`src/rtl/delay_countdown_pkg.sv`:
```
// Shared types and defaults for the start-lights delay countdown and its
// millisecond prescaler.
package delay_countdown_pkg;

  localparam int DELAY_W_DEF  = 14;
  localparam int TICK_DIV_DEF = 50000;

  typedef enum logic [1:0] {
    IDLE  = 2'd0,
    COUNT = 2'd1,
    FIRE  = 2'd2
  } state_t;

endpackage

```
`src/rtl/delay_countdown_ms_tick.sv`:
```
// Millisecond prescaler: counts enabled cycles and pulses tick on the last
// cycle of each TICK_DIV period; held at zero whenever disabled.
module ms_tick
  import delay_countdown_pkg::*;
#(
  parameter int TICK_DIV = TICK_DIV_DEF
) (
  input  logic clk,
  input  logic rst,
  input  logic en,
  output logic tick
);

  localparam int CNT_W = $clog2(TICK_DIV);
  localparam logic [CNT_W-1:0] LAST = CNT_W'(TICK_DIV - 1);

  logic [CNT_W-1:0] r_cnt;
  logic             w_last;

  assign w_last = (r_cnt == LAST);

  always_ff @(posedge clk) begin
    if (rst || !en) begin
      r_cnt <= '0;
    end else if (w_last) begin
      r_cnt <= '0;
    end else begin
      r_cnt <= r_cnt + 1'b1;
    end
  end

  assign tick = en && w_last;

endmodule

```
`src/rtl/delay_countdown.sv`:
```
// Lights-out delay timer: counts delay_ms milliseconds after an accepted start
// and emits a one-cycle time_out pulse, unless aborted or reset first.
module delay_countdown
  import delay_countdown_pkg::*;
#(
  parameter int TICK_DIV = TICK_DIV_DEF,
  parameter int DELAY_W  = DELAY_W_DEF
) (
  input  logic               clk,
  input  logic               rst,
  input  logic               start,
  input  logic [DELAY_W-1:0] delay_ms,
  input  logic               abort,
  output logic               busy,
  output logic               time_out,
  output logic [DELAY_W-1:0] remaining
);

  state_t             r_state;
  state_t             w_state_nxt;
  logic [DELAY_W-1:0] r_remaining;
  logic [DELAY_W-1:0] w_remaining_nxt;
  logic [DELAY_W-1:0] w_remaining_dec;
  logic               w_tick;
  logic               w_cnt_en;

  // Saturating decrement keeps remaining from ever wrapping below zero.
  function automatic logic [DELAY_W-1:0] sat_dec(input logic [DELAY_W-1:0] v);
    return (v == '0) ? '0 : v - 1'b1;
  endfunction

  // Abort drops the enable so the prescaler is already zero on entry to IDLE.
  assign w_cnt_en = (r_state == COUNT) && !abort;

  ms_tick #(
    .TICK_DIV(TICK_DIV)
  ) u_ms_tick (
    .clk (clk),
    .rst (rst),
    .en  (w_cnt_en),
    .tick(w_tick)
  );

  assign w_remaining_dec = sat_dec(r_remaining);

  always_ff @(posedge clk) begin
    if (rst) begin
      r_state     <= IDLE;
      r_remaining <= '0;
    end else begin
      r_state     <= w_state_nxt;
      r_remaining <= w_remaining_nxt;
    end
  end

  always_comb begin
    w_state_nxt     = r_state;
    w_remaining_nxt = r_remaining;
    unique case (r_state)
      IDLE: begin
        if (start && !abort) begin
          w_remaining_nxt = delay_ms;
          w_state_nxt     = (delay_ms == '0) ? FIRE : COUNT;
        end
      end
      COUNT: begin
        if (abort) begin
          w_state_nxt     = IDLE;
          w_remaining_nxt = '0;
        end else if (w_tick) begin
          w_remaining_nxt = w_remaining_dec;
          if (w_remaining_dec == '0) begin
            w_state_nxt = FIRE;
          end
        end
      end
      FIRE: begin
        w_state_nxt = IDLE;
        if (abort) begin
          w_remaining_nxt = '0;
        end
      end
      default: begin
        w_state_nxt     = IDLE;
        w_remaining_nxt = '0;
      end
    endcase
  end

  assign busy      = (r_state != IDLE);
  assign time_out  = (r_state == FIRE) && !abort;
  assign remaining = r_remaining;

endmodule

```
`config.mk`:
```
export PLATFORM = sky130hd
export DESIGN_NAME = delay_countdown
export DESIGN_NICKNAME = d
export VERILOG_FILES = /design/src/rtl/delay_countdown_pkg.sv /design/src/rtl/delay_countdown_ms_tick.sv /design/src/rtl/delay_countdown.sv
export SDC_FILE = /design/constraint.sdc
export NUM_CORES = 1
export LEC_CHECK = 0
export ABC_CLOCK_PERIOD_IN_PS = 2840
export CAP_MARGIN = 20
export CORE_ASPECT_RATIO = 0.7
export CORE_UTILIZATION = 52
export CTS_BUF_LIST = sky130_fd_sc_hd__clkbuf_16
export DETAILED_ROUTE_END_ITERATION = 10
export HOLD_SLACK_MARGIN = 0.08
export PLACE_DENSITY = 0.79
export REMOVE_ABC_BUFFERS = 1
export SLEW_MARGIN = 20
export SYNTH_ARGS = -nofsm -noshare
export SYNTH_HDL_FRONTEND = slang
export SYNTH_SLANG_ARGS = --single-unit
export TNS_END_PERCENT = 1
```
`constraint.sdc`:
```
create_clock -name clk -period 2.84 [get_ports clk]
set_input_delay 0.284 -clock clk [delete_from_list [all_inputs] [get_ports clk]]
set_output_delay 0.284 -clock clk [all_outputs]
set_load 0.005 [all_outputs]
```
# Yosys cells after proc, flatten, opt, wreduce, memory -nomap -nowiden
# Cells that the tools add are included.
[word_totals] ff_bits=32 word_cells=39 input_bits=18 output_inout_bits=16
[op_classes] reduce_logical=15 addsub=2 eq_ne=7 muxes=12
[op_table] op="$mux 14" n=5
[op_table] op="$logic_not 14->1" n=3
[op_table] op="$pmux 14 s3" n=1
[op_table] op="$add 16x1->16 const B" n=1
[op_table] op="$eq 16x16->1 const B" n=1
[op_table] op="$sub 14x1->14 const B" n=1
[op_table] op="$mux 2" n=5
[op_table] op="$ne 3x2->1 const B" n=2
[op_table] op="$reduce_and 3->1" n=2
[op_table] op="$logic_and 1x1->1" n=4
[op_table] op="$ne 2x2->1 const B" n=2
[op_table] op="$pmux 2 s2" n=1
[op_table] op="$eq 2x1->1 const B" n=1
[op_table] op="$eq 2x2->1 const B" n=1
[op_table] op="$logic_not 1->1" n=2
[op_table] op="$logic_not 2->1" n=1
[op_table] op="$reduce_bool 2->1" n=1
[op_table] op="$reduce_or 2->1" n=1
[op_table] op="$logic_or 1x1->1" n=1

# Depth between registers and ports, before layout
[logic_depth] depth_word=7 ltp_mapped=8 mapped_depth_nobuf=7

# Hierarchy
# A second synthesis with hierarchy kept.
[hier_totals] cells_unflattened=226 area_unflattened_um2=1871.8
[modules_own_cells] mod="delay_countdown" area_per_inst_um2=1152.4 seq_area_each_um2=320.3 n_inst=1 cells_per_inst=145
[modules_own_cells] mod="ms_tick" area_per_inst_um2=719.4 seq_area_each_um2=320.3 n_inst=1 cells_per_inst=81

# Least setup slack after synthesis
# Ideal clock, no wire load.
[synth_timing] kind="register to register" from="register r_remaining[0], in the netlist remaining[0]" to="register r_remaining[6], in the netlist remaining[6]" period_less_slack_ns=2.060 t_arrival_ns=1.989 stages_incl_launch_ff=9 path_buffers=1 required_time_ns=2.769 setup_slack_ns=0.780 setup_ns=0.071 cell_sequence="dfxtp_1 inv_1 ha_1 or3b_1 clkbuf_1 or4_2 a21oi_1 o21ai_1 a21oi_1"
[synth_between] elab_chain_cells=5 elab_cells_between_ends=6 cone_classes="1 x add/sub; 4 x mux; 1 x reduce/logical"
[synth_rtl] item="start: declaration" line="delay_countdown.sv:21" text="logic [DELAY_W-1:0] r_remaining;"
[synth_rtl] item="start signal: assignment" line="delay_countdown.sv:52" text="r_remaining <= w_remaining_nxt;"
[synth_rtl] item="$sub 14x1->14 / $logic_not 14->1 (equally long branches)" line="delay_countdown.sv:29" text="return (v == '0) ? '0 : v - 1'b1;"
[synth_rtl] item="$mux 14 *" line="delay_countdown.sv:29"
[synth_rtl] item="$mux 14 *" line="delay_countdown.sv:70" text="end else if (w_tick) begin"
[synth_rtl] item="$mux 14 *" line="delay_countdown.sv:67" text="if (abort) begin"
[synth_rtl] item="$pmux 14 s3 *" line="delay_countdown.sv:59" text="unique case (r_state)"
# Every way passes the cells marked *; elsewhere a longest branch is shown, timed or not. The select of a mux whose other input is x is not followed.
# A chain may end at the register's enable or synchronous reset.

# Final worst setup path
[layout_timing] from="register r_remaining[0], in the netlist remaining[0]" to="register r_state[1]"
[layout_between] elab_chain_cells=5 elab_cells_between_ends=6 cone_classes="1 x add/sub; 1 x eq/ne; 1 x mux; 3 x reduce/logical"
[layout_rtl] item="$sub 14x1->14 / $logic_not 14->1 (equally long branches)" line="delay_countdown.sv:29"
[layout_rtl] item="$mux 14 *" line="delay_countdown.sv:29"
[layout_rtl] item="$logic_not 14->1 *" line="delay_countdown.sv:72" text="if (w_remaining_dec == '0) begin"
[layout_rtl] item="$ne 3x2->1 (no line) *"
[layout_rtl] item="$reduce_and 3->1 (no line) *"
[layout_rtl] item="end signal: assignment" line="delay_countdown.sv:51" text="r_state <= w_state_nxt;"
[layout_rtl] item="end: declaration" line="delay_countdown.sv:19" text="state_t r_state;"
# Every way passes the cells marked *; elsewhere a longest branch is shown, timed or not.

==> flow_summary.json <==
{
  "status": "completed",
  "grt_usage_pct": 29.9,
  "synthTopCellsByArea": "dfxtp_1, nor2_1, xnor2_1",
  "r2r_start": "remaining[0]",
  "dpl_cell_area_sq_um": 2250,
  "num_rows": 17,
  "netlist_area_sq_um": 1910,
  "power_frac_comb_pct": 41.4,
  "synthCells": 220,
  "synth-xor-area-share_pct": 8.73,
  "gp_congestion": 0.941,
  "postCtsHoldBufs": 0,
  "grt_pass1_vias": 1682,
  "max_freq_mhz": 431,
  "numCtsBuffers": 5,
  "required_ns": 3.01,
  "finClkSkew_ns": 0.00444,
  "htreeDepth": 2,
  "area.growth.synth_to_final_pct": 26.5,
  "fin_area_sq_um": 2410,
  "hpwl_mm": 3.79,
  "whs_ns": 0.463,
  "synth_top_area_share_pct": 33.6,
  "synth_edf_count": 0,
  "cts_tree": "done",
  "worstHoldPathCells": 1,
  "placed_cells": 293,
  "ioPinCount": 34,
  "vias_per_cell": 6.24,
  "critPathLaunchType": "flip-flop",
  "die-area_sq_um": 3910,
  "ir_drop_mv": 0.518,
  "cts.path.max_buffers": 2,
  "drv_slew": 0,
  "finalSetupViolCount": 0,
  "yosys.area.top_type": "dfxtp_1",
  "drv_cap": 0,
  "avgSynthCellArea_sq_um": 8.66,
  "synthAdderAreaFrac_pct": 1.97,
  "tns_ns": 0,
  "grt_pass1_wl_mm": 8.52,
  "critPathArrivalTime_ns": 2.49,
  "hp-class": "flip-flop to flip-flop",
  "p_per_area_nw_per_um2": 845,
  "synthSimpleGateAreaFrac_pct": 28.2,
  "synth_compound_area_share_pct": 22.3,
  "ant_nets": 0,
  "p_sw_share_pct": 36.8,
  "clk_latency_ns": 0.28,
  "antenna_found_initial": 0,
  "antenna_cells": 0,
  "path_clk_slew_ns": 0.05,
  "cp-end-kind": "flip-flop",
  "synth_mux_area_share_pct": 0,
  "core_sq_um": 3320,
  "io_buffers": 33,
  "r2r_setup_slack_ns": 0.52,
  "intPower_mw": 1.29,
  "crit_start": "remaining[0]",
  "start_util_pct": 57.4,
  "timing.rr.end": "r_state[1]",
  "p_seq_share_pct": 29.4,
  "drc": 0,
  "synth_seq_cells": 32,
  "slew_headroom_pct": 59.3,
  "dieHeight_um": 52.7,
  "cts_resized": 0,
  "fin_nets": 274,
  "p_sw_mw": 0.751,
  "power_frac_clock_pct": 29.1,
  "synth_ff_type": "dfxtp_1",
  "crit_fanout": 7,
  "hold_viol_final": 0,
  "die_w_um": 74.4,
  "cts_root_buf": "clkbuf_16",
  "drt_iter0_drc": 176,
  "overflow": 0,
  "synth_seq_area_share_pct": 33.6,
  "rsz0062_at_grt": "false",
  "postCtsSetupBuffers": 0,
  "r2r_cells": 5,
  "instances_no_fill": 301,
  "period_share_pct": 81.7,
  "cts.sinks": 32,
  "yosys_warnings": 0,
  "wl_per_cell_um": 17.3,
  "firstDrtPassIters": 5,
  "worst_slew_pin_slew_ns": 0.609,
  "hold_path_end": "u_ms_tick.r_cnt[0]",
  "wirelength_mm": 5.20,
  "period_needed_ns": 2.32,
  "synth_cell_types": 51,
  "criticalPathCategory": "flip-flop to flip-flop",
  "leakagePower_nw": 0.855,
  "grt_max_degree": 17,
  "layout-drive-gt1-share_pct": 8.27,
  "synth_top_family_by_area": "simple AND/OR/NAND/NOR gates",
  "async_flop_share_pct": 0,
  "vias": 1879,
  "hp-start": "u_ms_tick.r_cnt[0]"
}
power by group through the flow:
stage	Combinational, mW	Clock (mW)	Sequential [mW]
5_1_grt	0.905	0.624	0.608
2_1_floorplan	0.542	0	0.582
6_report	0.845	0.594	0.600
3_5_place_dp	0.810	0	0.605
3_3_place_gp	0.798	0	0.603
4_1_cts	0.825	0.599	0.596
worst max-delay path, stage by stage (launching register included):
cell and delay, ns:
dfxtp_1 0.36, or4_1 0.71, nor3_1 0.33, xnor2_1 0.29, nand4_1 0.21, a221oi_1 0.32
cells by family (layout without fill, tap and decap cells):
family / after synthesis / in the layout
and+or+nand+nor: 96 / 96
AOI/OAI and AO/OA: 52 / 52
DFF: 32 / 32
xor gates and xnor gates: 19 / 19
buffers and inverters: 18 / 52
adders and majority gates: 3 / 3
routing by layer:
metal	wire length, um	up-vias	track usage (%)
met5	0	-	0
met4	70	0	9.43
met3	641	12	8.65
met2	2070	113	40.0
met1	2410	863	44.7
li1	-	891	-
metrics by stage:
step / setup slack (ns) / total power [mW] / util, %
2_1_floorplan: 0.612 / 1.12 / -
5_1_grt: 0.506 / 2.14 / 72.7
3_5_place_dp: 0.641 / 1.42 / 67.8
6_report: 0.521 / 2.04 / 72.7
4_1_cts: 0.611 / 2.02 / 72.7
3_3_place_gp: 0.649 / 1.40 / 67.8
cells in the mapped netlist, drive strengths merged (5+ instances only):
cell type,count
nor2,27
a21oi,14
inv,8
xnor2,10
nor2b,5
xor2,9
dfxtp,32
nand2,9
buf,5
o2bb2ai,7
and3,6
nor4,8
o21ai,7
nand3,7
nand4,7
clkbuf,5
state kept, by name (all words and copies together), names as in the netlist:
register,flops
r_state,2
remaining,14
u_ms_tick.r_cnt,16
worst max-delay path by stage:
stage	end	slack, ns
2_1_floorplan	remaining[10]	0.61
3_3_place_gp	remaining[12]	0.65
3_5_place_dp	remaining[6]	0.64
4_1_cts	r_state[1]	0.61
5_1_grt	remaining[5]	0.51
6_report	r_state[1]	0.52
final cells by class:
class / count / area [sq um]
clock buffers: 5 / 125
well taps: 47 / 58.8
fillers: 253 / 907
clock inverters: 3 / 37.5
repair buffers: 36 / 353
inverters: 8 / 30.0
multi-input cells: 170 / 1170
flip-flops and latches: 32 / 641
layout by cell type (no fill, tap or decap), types with 3 or more instances in the layout:
cell,count
a22o_1,3
nor2b_1,5
and2_1,3
and3_1,6
ha_1,3
a21oi_1,14
inv_1,8
o21ai_1,5
buf_4,3
xor2_1,9
xnor2_1,10
clkbuf_16,5
nor4_1,8
nor3_1,4
a22oi_1,4
o2bb2ai_1,6
dfxtp_1,32
a32o_1,3
nor2_1,27
nand4_1,7
clkdlybuf4s50_1,33
nand3_1,7
or3_1,3
nand2_1,9
Note: power is estimated with default switching activity, not from simulation.
